File: config.mk
export PLATFORM = sky130hd
export DESIGN_NAME = mmio_uart_tx
export DESIGN_NICKNAME = d
export VERILOG_FILES = /design/src/rtl/franken_mmio_pkg.sv /design/src/rtl/sync_fifo.sv /design/src/rtl/mmio_uart_tx.sv
export SDC_FILE = /design/constraint.sdc
export NUM_CORES = 1
export LEC_CHECK = 0
export BUFFER_PORTS_ARGS = -buffer_cell sky130_fd_sc_hd__buf_4
export CORE_ASPECT_RATIO = 0.8
export CORE_MARGIN = 5
export CORE_UTILIZATION = 26
export DETAILED_ROUTE_END_ITERATION = 16
export GPL_TIMING_DRIVEN = 0
export HOLD_SLACK_MARGIN = 0.15
export PLACE_DENSITY = 0.5
export SYNTH_ARGS = -nofsm -noshare
export SYNTH_HDL_FRONTEND = slang
export SYNTH_SLANG_ARGS = --single-unit
export TNS_END_PERCENT = 5
File: constraint.sdc
create_clock -name clk -period 8.1 [get_ports clk]
set_input_delay 1.62 -clock clk [delete_from_list [all_inputs] [get_ports clk]]
set_output_delay 1.62 -clock clk [all_outputs]
set_load 0.01 [all_outputs]
File: src/rtl/franken_mmio_pkg.sv
// Shared definitions for the memory-mapped UART transmitter: FSM states,
// register offsets and STATUS bit positions.
package franken_mmio_pkg;

  typedef enum logic [1:0] {
    IDLE  = 2'd0,
    START = 2'd1,
    DATA  = 2'd2,
    STOP  = 2'd3
  } uart_state_e;

  localparam logic [31:0] TXDATA_OFF = 32'd0;
  localparam logic [31:0] STATUS_OFF = 32'd4;

  localparam int STAT_FULL_BIT  = 0;
  localparam int STAT_EMPTY_BIT = 1;
  localparam int STAT_BUSY_BIT  = 2;
  localparam int STAT_OVF_BIT   = 3;

  // The STATUS count field is 8 bits wide; deeper FIFOs report 255 when fuller.
  function automatic logic [7:0] sat_count8(input logic [31:0] cnt);
    logic [7:0] res;
    if (cnt > 32'd255) begin
      res = 8'hFF;
    end else begin
      res = cnt[7:0];
    end
    return res;
  endfunction

endpackage

File: src/rtl/sync_fifo.sv
// Single-clock FIFO with registered pointers; a push into a full FIFO is
// taken only when a pop happens on the same edge, and pop-when-empty is ignored.
module sync_fifo #(
  parameter int WIDTH = 8,
  parameter int DEPTH = 8
) (
  input  logic                       clk,
  input  logic                       reset,
  input  logic                       push,
  input  logic                       pop,
  input  logic [WIDTH-1:0]           wr_data,
  output logic [WIDTH-1:0]           rd_data,
  output logic                       full,
  output logic                       empty,
  output logic [$clog2(DEPTH):0]     count
);

  localparam int AW = $clog2(DEPTH);
  localparam logic [AW:0] DEPTH_C = (AW+1)'(DEPTH);

  logic [WIDTH-1:0] mem_r [DEPTH];
  logic [AW-1:0]    wr_ptr_r;
  logic [AW-1:0]    rd_ptr_r;
  logic [AW:0]      count_r;
  logic             push_ok_s;
  logic             pop_ok_s;

  assign full      = (count_r == DEPTH_C);
  assign empty     = (count_r == '0);
  assign count     = count_r;
  assign rd_data   = mem_r[rd_ptr_r];
  assign pop_ok_s  = pop && !empty;
  assign push_ok_s = push && (!full || pop_ok_s);

  // Storage array write port; contents need no reset since count gates reads.
  always_ff @(posedge clk) begin
    if (push_ok_s && !reset) begin
      mem_r[wr_ptr_r] <= wr_data;
    end
  end

  // Pointer and occupancy bookkeeping.
  always_ff @(posedge clk) begin
    if (reset) begin
      wr_ptr_r <= '0;
      rd_ptr_r <= '0;
      count_r  <= '0;
    end else begin
      if (push_ok_s) begin
        wr_ptr_r <= wr_ptr_r + AW'(1);
      end
      if (pop_ok_s) begin
        rd_ptr_r <= rd_ptr_r + AW'(1);
      end
      case ({push_ok_s, pop_ok_s})
        2'b10:   count_r <= count_r + (AW+1)'(1);
        2'b01:   count_r <= count_r - (AW+1)'(1);
        default: count_r <= count_r;
      endcase
    end
  end

endmodule

File: src/rtl/mmio_uart_tx.sv
// Memory-mapped 8N1 UART transmitter: CPU stores to TXDATA queue bytes,
// STATUS reports FIFO occupancy, busy and a sticky overflow flag.
module mmio_uart_tx
  import franken_mmio_pkg::*;
#(
  parameter logic [31:0] BASE_ADDR    = 32'h0000_1000,
  parameter int          CLKS_PER_BIT = 16,
  parameter int          FIFO_DEPTH   = 8
) (
  input  logic        clk,
  input  logic        reset,
  input  logic [31:0] addr,
  input  logic [3:0]  byte_enable,
  input  logic [31:0] write_data,
  input  logic        mem_write,
  output logic [31:0] read_data,
  output logic        tx
);

  localparam int          CW          = $clog2(FIFO_DEPTH) + 1;
  localparam logic [31:0] TXDATA_ADDR = BASE_ADDR + TXDATA_OFF;
  localparam logic [31:0] STATUS_ADDR = BASE_ADDR + STATUS_OFF;
  localparam logic [15:0] BAUD_MAX    = 16'(CLKS_PER_BIT - 1);

  uart_state_e state_r;
  logic [15:0] baud_r;
  logic [2:0]  bit_idx_r;
  logic [7:0]  data_r;
  logic        tx_r;
  logic        ovf_r;

  logic          push_s, pop_s, ovf_set_s, ovf_clr_s, baud_last_s;
  logic          fifo_full_s, fifo_empty_s;
  logic [7:0]    fifo_rd_data_s;
  logic [CW-1:0] fifo_count_s;
  logic          unused_bits_s;

  assign unused_bits_s = ^{byte_enable[3:1], write_data[31:8]};

  assign push_s      = mem_write && byte_enable[0] && (addr == TXDATA_ADDR);
  assign ovf_clr_s   = mem_write && byte_enable[0] && (addr == STATUS_ADDR) && write_data[3];
  assign baud_last_s = (baud_r == BAUD_MAX);
  // The next byte leaves the queue either from idle or on the last stop cycle.
  assign pop_s       = !fifo_empty_s &&
                       ((state_r == IDLE) || ((state_r == STOP) && baud_last_s));
  assign ovf_set_s   = push_s && fifo_full_s && !pop_s;
  assign tx          = tx_r;

  sync_fifo #(.WIDTH(8), .DEPTH(FIFO_DEPTH)) u_tx_fifo (
    .clk     (clk),
    .reset   (reset),
    .push    (push_s),
    .pop     (pop_s),
    .wr_data (write_data[7:0]),
    .rd_data (fifo_rd_data_s),
    .full    (fifo_full_s),
    .empty   (fifo_empty_s),
    .count   (fifo_count_s)
  );

  // Sticky overflow flag; a new overflow beats a simultaneous clear.
  always_ff @(posedge clk) begin
    if (reset) begin
      ovf_r <= 1'b0;
    end else if (ovf_set_s) begin
      ovf_r <= 1'b1;
    end else if (ovf_clr_s) begin
      ovf_r <= 1'b0;
    end else begin
      ovf_r <= ovf_r;
    end
  end

  // Serialiser FSM with registered line output.
  always_ff @(posedge clk) begin
    if (reset) begin
      state_r   <= IDLE;
      baud_r    <= 16'd0;
      bit_idx_r <= 3'd0;
      data_r    <= 8'd0;
      tx_r      <= 1'b1;
    end else begin
      case (state_r)
        IDLE: begin
          baud_r    <= 16'd0;
          bit_idx_r <= 3'd0;
          if (!fifo_empty_s) begin
            data_r  <= fifo_rd_data_s;
            tx_r    <= 1'b0;
            state_r <= START;
          end else begin
            tx_r    <= 1'b1;
          end
        end
        START: begin
          if (baud_last_s) begin
            baud_r  <= 16'd0;
            tx_r    <= data_r[0];
            state_r <= DATA;
          end else begin
            baud_r  <= baud_r + 16'd1;
          end
        end
        DATA: begin
          if (baud_last_s) begin
            baud_r    <= 16'd0;
            bit_idx_r <= bit_idx_r + 3'd1;
            if (bit_idx_r == 3'd7) begin
              tx_r    <= 1'b1;
              state_r <= STOP;
            end else begin
              tx_r    <= data_r[bit_idx_r + 3'd1];
            end
          end else begin
            baud_r <= baud_r + 16'd1;
          end
        end
        STOP: begin
          if (baud_last_s) begin
            baud_r <= 16'd0;
            if (!fifo_empty_s) begin
              data_r  <= fifo_rd_data_s;
              tx_r    <= 1'b0;
              state_r <= START;
            end else begin
              tx_r    <= 1'b1;
              state_r <= IDLE;
            end
          end else begin
            baud_r <= baud_r + 16'd1;
          end
        end
        default: begin
          state_r <= IDLE;
          baud_r  <= 16'd0;
          tx_r    <= 1'b1;
        end
      endcase
    end
  end

  // STATUS readback decode; every other address reads as zero.
  always_comb begin
    read_data = 32'h0000_0000;
    if (addr == STATUS_ADDR) begin
      read_data[15:8]           = sat_count8(32'(fifo_count_s));
      read_data[STAT_OVF_BIT]   = ovf_r;
      read_data[STAT_BUSY_BIT]  = (state_r != IDLE);
      read_data[STAT_EMPTY_BIT] = fifo_empty_s;
      read_data[STAT_FULL_BIT]  = fifo_full_s;
    end else begin
      read_data = 32'h0000_0000;
    end
  end

endmodule

======== After elaboration in Yosys (flattened, before gate mapping) ========
Memories as Yosys holds them, arrays and structs flattened. A register that Yosys moved wholly into a read port is not among the register bits.
Index checks and enable logic that the tools add are counted.
operators by class
  $add $sub $neg .......................... 6
  $mul .................................... 0
  divide/modulo/power cells ............... 0
  $lt $le $gt $ge ......................... 1
  eq/ne operators ......................... 15
  shift operators ......................... 0
  muxes and demuxes ....................... 31
  bitwise logic cells ..................... 0
  reductions and logical operators ........ 29
operator list
  operator                                                                  number
  32-bit by 13-bit equality test with 1-bit output (second input constant)  2
  16-bit one-hot mux with 2 select lines                                    1
  16-bit by 1-bit adder with 16-bit output (second input constant)          1
  16-bit by 4-bit equality test with 1-bit output (second input constant)   1
  16-bit 2-to-1 mux                                                         1
  8-bit 2-to-1 mux                                                          2
  8-bit one-hot mux with 2 select lines                                     1
  1-bit logical AND                                                         11
  1-bit 2-to-1 mux                                                          11
  2-bit 2-to-1 mux                                                          5
  2-bit != test (second input constant)                                     5
  2-bit nonzero test                                                        5
  3-bit by 1-bit adder with 3-bit output (second input constant)            3
  3-bit 2-to-1 mux                                                          3
  4-bit 2-to-1 mux                                                          2
  2-bit one-hot mux with 4 select lines                                     1
  4-bit one-hot mux with 2 select lines                                     1
  2-bit equality test (second input constant)                               3
  3-bit one-hot mux with 2 select lines                                     1
  5-bit AND reduction                                                       1
  4-bit by 1-bit adder with 4-bit output (second input constant)            1
  2-bit by 1-bit equality test with 1-bit output (second input constant)    2
  4-bit equality test (second input constant)                               1
  1-bit zero test                                                           4
  other kinds (11)                                                          13
storage, ports and cells
  register bits ........................... 41
  bits in latches ......................... 0
  memory bits (writable) .................. 64
  ROM bits ................................ 0
  input bits .............................. 71
  output and inout port bits .............. 33
  memories ................................ 1
memory list
  name             depth  bits a word  rd ports  clocked after Yosys merged registers in  write ports  line             text
  u_tx_fifo.mem_r  8      8            1         1                                        1            sync_fifo.sv:21  logic [WIDTH-1:0] mem_r [DEPTH];

======== Longest topological paths before layout ========
Gate-level depths: netlist (run 1).
  depth in word-level cells ............... 10
  gate-level depth with buffers ........... 12
  depth with buffers taken out ............ 11

======== Cells and area by module ========
A second synthesis (run 1) with hierarchy kept.
second synthesis, totals
  cell total of the unflattened synthesis .. 405
  area, all modules ....................... 5168.7 µm²
modules (own cells, without submodules)
  module        times used  cells each  area an instance (µm²)
  sync_fifo     1           178         3213.1
  mmio_uart_tx  1           227         1955.6

======== Worst setup path after synthesis (run 1) ========
No wires, ideal clock.
  path type ............................... input to output
  start point ............................. input port addr[1]
  end point ............................... output port read_data[0]
  data arrival time ....................... 2.578 ns
  data required time ...................... 6.480 ns
  path slack .............................. 3.902 ns
  stages .................................. 5
  path buffers ............................ 0
  path through ............................ nor4_1 nand4_1 nor2_1 nand2_1 nor2_1
on the way
  longest elaborated chain between the ends .. 2
ends and longest elaborated chain
  item                                              line                 text
  from (decl)                                       mmio_uart_tx.sv:12   input logic [31:0] addr,
  32-bit by 13-bit equality test with 1-bit output  mmio_uart_tx.sv:145  if (addr == STATUS_ADDR) begin
  4-bit 2-to-1 mux                                  mmio_uart_tx.sv:145
  to (decl)                                         mmio_uart_tx.sv:16   output logic [31:0] read_data,
No other way between the ends.

======== Final worst setup path (run 1) ========
  start point ............................. input port addr[1]
  end point ............................... output port read_data[8]
Same word-level chain as after synthesis.

==> key figures, run 1 <==
Detailed routing
  – Vias per std cell: 4.278
  – Antenna viol nets, final: 0
  – WL final: 10280 um
  – DR pass1 iterations: 4
  – Routed WL per cell: 14.16 um
  – 1st-iter DRT viols: 126
  – DRC: 0
  – Via count: 3106

Yosys
  – Predominant post-synthesis flop cell: edfxtp_1
  – Warnings from Yosys: 0
  – Largest family of logic cells by synthesized area: simple AND/OR/NAND/NOR gates
  – Mux contribution to synthesized area: 0.1155
  – Post-Synth XOR/XNOR Area: 0.02902
  – Compound-gate portion of the synthesized area: 0.05777
  – #FFs+latches synth: 108
  – EDFF count, synth: 64
  – Synth unique cells: 49
  – Asr flop ratio synth: 0
  – Cell taking the most area after synthesis: edfxtp_1
  – Area contributors post-synth: edfxtp_1 (40%), dfxtp_1 (18%), mux4_2 (8.4%), nor2_1 (4.4%), buf_4 (3.7%)
  – Post-Synth Simple-Gate Area: 0.1269
  – Most frequent cells after synthesis: edfxtp_1 (64), nor2_1 (56), dfxtp_1 (44), buf_4 (24), mux4_2 (18)
  – Post-Syn Area: 0.004830 mm2
  – Count leader, synth: edfxtp_1
  – Cells after Synth: 379
  – Post-synth top area share: 0.3979
  – Adder-Cell Fraction of Synth Area: 0.03523
  – Mapped Avg Cell Area: 12.74 um2
  – Register area share after synthesis: 0.5803

STA
  – Fmax: 218.2 MHz
  – Final Setup Violations: 0
  – Tmin final: 4.582 ns
  – Unrepaired setup endpoints after global routing: false
  – Period utilization: 0.5657
  – Max_slew headroom: 0.3078
  – Final slew viol count: 0
  – Setup TNS: 0 ns
  – Clock Skew: 0.01019 ns
  – Final Hold Vio Count: 0
  – Measured slew at the worst slew-check pin: 1.034 ns

Setup path
  – Worst path cell trace: buf_4 > nor4_1 > nand4_1 > nor2_1 > nand2_1 > nor2_1 > buf_4
  – Critical-path maximum fanout: 6
  – Data required time at the worst endpoint: 6.48 ns
  – Crit path kind: primary input to output pin
  – Worst setup path startpoint: addr[1]
  – Worst setup SP type: primary input
  – Slowest stage cell, crit path: nor4_1
  – Worst EP arrival: 2.96 ns
  – Delay of the slowest critical-path stage: 0.30 ns
  – RR Startpoint: state_r[0]
  – Crit path buf inv count: 2
  – Critical path endpoint category: output pin
  – Top delay family on crit path: simple AND/OR/NAND/NOR gates

Clock tree
  – CTS sink cnt: 108
  – Total CTS buffers: 9
  – Post-CTS sizing: 0
  – Clock buffer depth: 2
  – Clock-pin slew on the worst setup and hold paths: 0.07 ns
  – CTS tree: yes
  – Root Buffer: clkbuf_16
  – CTS Hold Buffers Added: 0
  – Setup bufs post-CTS: 0
  – H-tree depth: 3
  – Clock Latency Late Sink: 0.35 ns

Floorplan
  – Initial Util: 0.2650
  – Chip height: 131.9 um
  – Core Region: 0.01822 mm2
  – Row count: 44
  – I/O pin total: 104
  – Die X: 162.4 um
  – Area of the die: 0.02142 mm2

Placement
  – Placer's final routability congestion estimate: 0.7719
  – HPWL Detailed: 7529 um
  – Port Buf Inserts: 52
  – Dpl cell area: 0.005679 mm2

Hold path
  – Min-delay src: baud_r[0]
  – Hold Path Class: register to register

Final layout
  – Layout cell share with drive strength beyond 1: 0.2685
  – Final instance area: 0.005971 mm2
  – Fillers: 1826
  – Area Growth Syn to Fin: 23.63%
  – Fin nets: 552
  – Antenna Cells: 0

Outcome
  – Outcome: finished, final reports clean

Power and ir drop
  – Clock power share: 0.292
  – Switching share of total power: 0.3065
  – Internal Power: 1.020 mW
  – Logic pwr share: 0.268
  – Seq pwr share: 0.440
  – VDD IR max: 0.09861 mV
  – Power per cell area: 246.3 mW/mm2
  – Leak: 2.128 nW
  – NetSw: 450.8 uW

Flow run
  – Max-cap violations: 0

GRT
  – Initial antenna violation count: 0
  – Vias in the first global route: 3107
  – Total GRT Usage: 0.09878
  – First-pass GRT wire length: 16770 um
  – Pin count of the biggest net entering global routing: 21
  – Grt ovf: 0
layout make-up:
type | count | area (um2) | share of cell area
well taps | 253 | 316.6 | 0.05302
flip-flops and latches | 108 | 2803 | 0.4694
clock inverters | 7 | 66.31 | 0.01111
multi-input cells | 249 | 1884 | 0.3156
repair buffers | 55 | 412.9 | 0.06915
clock buffers | 9 | 225.2 | 0.03772
inverters | 9 | 33.78 | 0.005658
plain buffers | 36 | 229.0 | 0.03835
routing by layer:
metal,up-vias,part of all wire,global-route usage
li1,1541,-,-
met1,1502,0.47,0.1350
met2,50,0.48,0.1576
met3,13,0.033,0.02501
met4,0,0.011,0.02442
met5,-,0,0
worst paths after layout:
path / to / slack (ns) / depth (start not counted)
max reg2reg: u_tx_fifo.count[3] / 5.21 / 12
min: baud_r[0] / 0.47 / 1
min reg2reg: baud_r[0] / 0.47 / 1
max: read_data[8] / 3.52 / 7
power by group through the flow:
stage | Combinational (mW) | Sequential, mW | Clock [mW]
3_3_place_gp | 0.393 | 0.658 | 0
3_5_place_dp | 0.397 | 0.659 | 0
5_1_grt | 0.441 | 0.653 | 0.466
6_report | 0.394 | 0.647 | 0.430
4_1_cts | 0.399 | 0.647 | 0.447
2_1_floorplan | 0.303 | 0.651 | 0
metrics by stage:
stage                       util  std cells  worst slack [ns]  hold WS (ns)  power, mW
after floorplan                -        402             3.902        0.4300     0.9538
after global placement    0.3086        707             2.725        0.4516      1.050
after detailed placement  0.3117        710             3.502        0.4522      1.056
after CTS                 0.3277        726             3.502        0.4694      1.493
after global routing      0.3277        726             3.378        0.4953      1.559
final                     0.3277        726             3.518        0.4687      1.471
flip-flops by register name (all words and copies together), names as in the netlist, named ones only:
register            flops
bit_idx_r               3
tx                      1
u_tx_fifo.rd_ptr_r      3
u_tx_fifo.wr_ptr_r      3
u_tx_fifo.count         4
ovf_r                   1
u_tx_fifo.mem_r        64
data_r                  8
baud_r                 16
state_r                 2
kinds of logic (layout without fill, tap and decap cells):
| family | after synthesis | count (layout) |
|---|---|---|
| AOI/OAI and AO/OA | 40 | 40 |
| xor gates and xnor gates | 16 | 16 |
| adders and majority gates | 13 | 13 |
| buffers and inverters | 45 | 116 |
| DFF | 108 | 108 |
| muxes | 33 | 33 |
| other | 1 | 24 |
| and+or+nand+nor | 123 | 123 |
layout by cell type (no fill, tap or decap), types with 2 or more instances in the layout:
cell type	count
buf_2	3
or3_1	4
mux4_2	18
buf_1	2
ha_1	12
o21ai_0	5
o21ai_1	3
o21a_1	2
nand3_1	5
nor3_2	3
edfxtp_1	64
mux2i_1	13
inv_6	3
a21oi_1	9
and3_1	5
xor2_1	9
nand2_1	16
dfxtp_1	44
nor4b_2	2
nor3_1	3
conb_1	24
clkbuf_16	9
xnor2_1	7
a22oi_1	3
buf_4	79
nand4_1	8
a211oi_1	10
nor2_1	56
clkbuf_1	7
inv_1	9
nor4_1	10
Note: power is estimated with default switching activity, not from simulation.
==> inputs of run 2 (changes only) <==
Settings changed: PLACE_DENSITY 0.5 to 0.52.
Clock period 8.1 ns to 4.1 ns, I/O delays scaled along.
==> run 2 against run 1 <==
Clock-buffer cell count grew 1. Die area is the same. First-iteration DRC count grew 58%. Largest cell class unchanged.
==> key figures, run 2 (synthesis gave the netlist of run 1 again) <==
Detailed routing
  – WL final: 10400 um
  – Antenna viol nets, final: 0
  – DRC: 0
  – 1st-iter DRT viols: 199
  – DR pass1 iterations: 4
  – Routed WL per cell: 14.34 um
  – Via count: 3130
  – Vias per std cell: 4.317

Setup path
  – Worst setup path startpoint: addr[5]
  – Crit path kind: primary input to register
  – Worst path cell trace: buf_4 > nor4_1 > nand4_1 > nor4_4 > o311ai_1 > nor2_1
  – R2R depth: 6
  – Worst R2R End: u_tx_fifo.mem_r[6][5]
  – Number of cells on the critical path: 6
  – Worst EP arrival: 3.22 ns
  – Top delay family on crit path: simple AND/OR/NAND/NOR gates
  – Data required time at the worst endpoint: 4.07 ns
  – Setup crit end: u_tx_fifo.mem_r[6][5]
  – Worst setup SP type: primary input
  – Crit path buf inv count: 1
  – FF-to-FF setup slack: 1.15 ns
  – RR Startpoint: baud_r[0]
  – Critical-path maximum fanout: 8
  – Slowest stage cell, crit path: nor2_1
  – Critical path endpoint category: register
  – Delay of the slowest critical-path stage: 0.88 ns

GRT
  – Pin count of the biggest net entering global routing: 21
  – Initial antenna violation count: 0
  – Grt ovf: 0
  – Total GRT Usage: 0.09778
  – Vias in the first global route: 3019
  – First-pass GRT wire length: 16470 um

STA
  – Clock Skew: 0.01162 ns
  – Period utilization: 0.7928
  – Measured slew at the worst slew-check pin: 1.049 ns
  – Max_slew headroom: 0.2982
  – Fmax: 307.7 MHz
  – Final Hold Vio Count: 0
  – Setup TNS: 0 ns
  – Hold WS: 0.4666 ns
  – Tmin final: 3.250 ns
  – Final slew viol count: 0
  – Unrepaired setup endpoints after global routing: false
  – Final Setup Violations: 0

Final layout
  – Most frequent cells in the layout: buf_4 (78), edfxtp_1 (64), nor2_1 (56)
  – Register with the most flip-flops: u_tx_fifo.mem_r
  – Antenna Cells: 0
  – Layout cell share with drive strength beyond 1: 0.2669
  – Area Growth Syn to Fin: 23.50%
  – Multi-input gate area: 0.001893 mm2
  – Max reg flops: 64
  – Fillers: 1828
  – Commonest non-fill, non-tap cell in the layout: buf_4
  – Sequential Area: 0.002803 mm2
  – Fin nets: 551
  – Biggest regs: u_tx_fifo.mem_r x64, baud_r x16, data_r x8

Floorplan
  – Area of the die: 0.02142 mm2
  – Chip height: 131.9 um
  – Die X: 162.4 um
  – Row count: 44
  – I/O pin total: 104
  – Initial Util: 0.2650
  – Core Region: 0.01822 mm2

Power and ir drop
  – Leak: 2.130 nW
  – Internal Power: 2.015 mW
  – Clock power share: 0.289
  – VDD IR max: 0.1850 mV
  – Power per cell area: 485.8 mW/mm2
  – NetSw: 883.0 uW
  – Switching share of total power: 0.3047
  – Final Power: 2.897 mW
  – Logic pwr share: 0.270
  – Seq pwr share: 0.441

Clock tree
  – Post-CTS sizing: 0
  – H-tree depth: 3
  – CTS tree: yes
  – CTS sink cnt: 108
  – Root Buffer: clkbuf_16
  – Setup bufs post-CTS: 0
  – Total CTS buffers: 9
  – Clock-pin slew on the worst setup and hold paths: 0.07 ns
  – CTS Hold Buffers Added: 0
  – Clock buffer depth: 2
  – Clock Latency Late Sink: 0.35 ns

Hold path
  – Hold Path Class: register to register

Flow run
  – Max-cap violations: 0

Placement
  – Port Buf Inserts: 52
  – HPWL Detailed: 7501 um
  – Placer's final routability congestion estimate: 0.7827

Outcome
  – Outcome: finished, final reports clean
==> run 2: stage by stage <==
stage	worst slack (ns)	util	area [um2]	instances
2_1_floorplan	0.8475	-	4916	402
3_3_place_gp	-0.5500	0.3086	5623	707
3_5_place_dp	0.4606	0.3117	5680	709
4_1_cts	0.8179	0.3273	5964	725
5_1_grt	0.6643	0.3273	5964	725
6_report	0.8497	0.3273	5964	725
==> run 2: final cells by class <==
cell class | instances | share of cell area
Sequential cell | 108 | 0.4699
Clock inverter | 6 | 0.009230
Multi-Input combinational cell | 249 | 0.3174
Tap cell | 253 | 0.05307
Buffer | 36 | 0.03839
Inverter | 9 | 0.005664
Clock buffer | 10 | 0.03839
Timing Repair Buffer | 54 | 0.06797
==> run 2: worst register-to-register path, cell delays in order (launching register included) <==
cell and delay, ns:
dfxtp_1 0.38, ha_1 0.26, and3_1 0.22, nand4_1 0.23
nor2_1 0.32, o311ai_1 0.29, nor2_1 0.88
==> run 2: per-layer routing <==
layer  global-route usage  vias to the layer above  routed length [um]
met2               0.1532                       57                4898
met1               0.1322                     1515                4831
met5                    0                        -                   0
li1                     -                     1539                   -
met3              0.02907                       19                 494
met4              0.02677                        0                 174
==> run 2: worst min-delay path by stage <==
stage | start | end | depth (start not counted)
2_1_floorplan | baud_r[0] | baud_r[0] | 1
3_3_place_gp | baud_r[0] | baud_r[0] | 1
3_5_place_dp | baud_r[0] | baud_r[0] | 1
4_1_cts | baud_r[0] | baud_r[0] | 1
5_1_grt | baud_r[0] | baud_r[0] | 1
6_report | baud_r[0] | baud_r[0] | 1
==> run 2: power groups by stage <==
stage	clock (mW)	combinational (mW)	sequential [mW]
floorplan	0	0.598	1.29
global placement	0	0.774	1.30
detailed placement	0	0.791	1.30
CTS	0.864	0.793	1.28
global route	0.921	0.882	1.29
finish	0.838	0.783	1.28
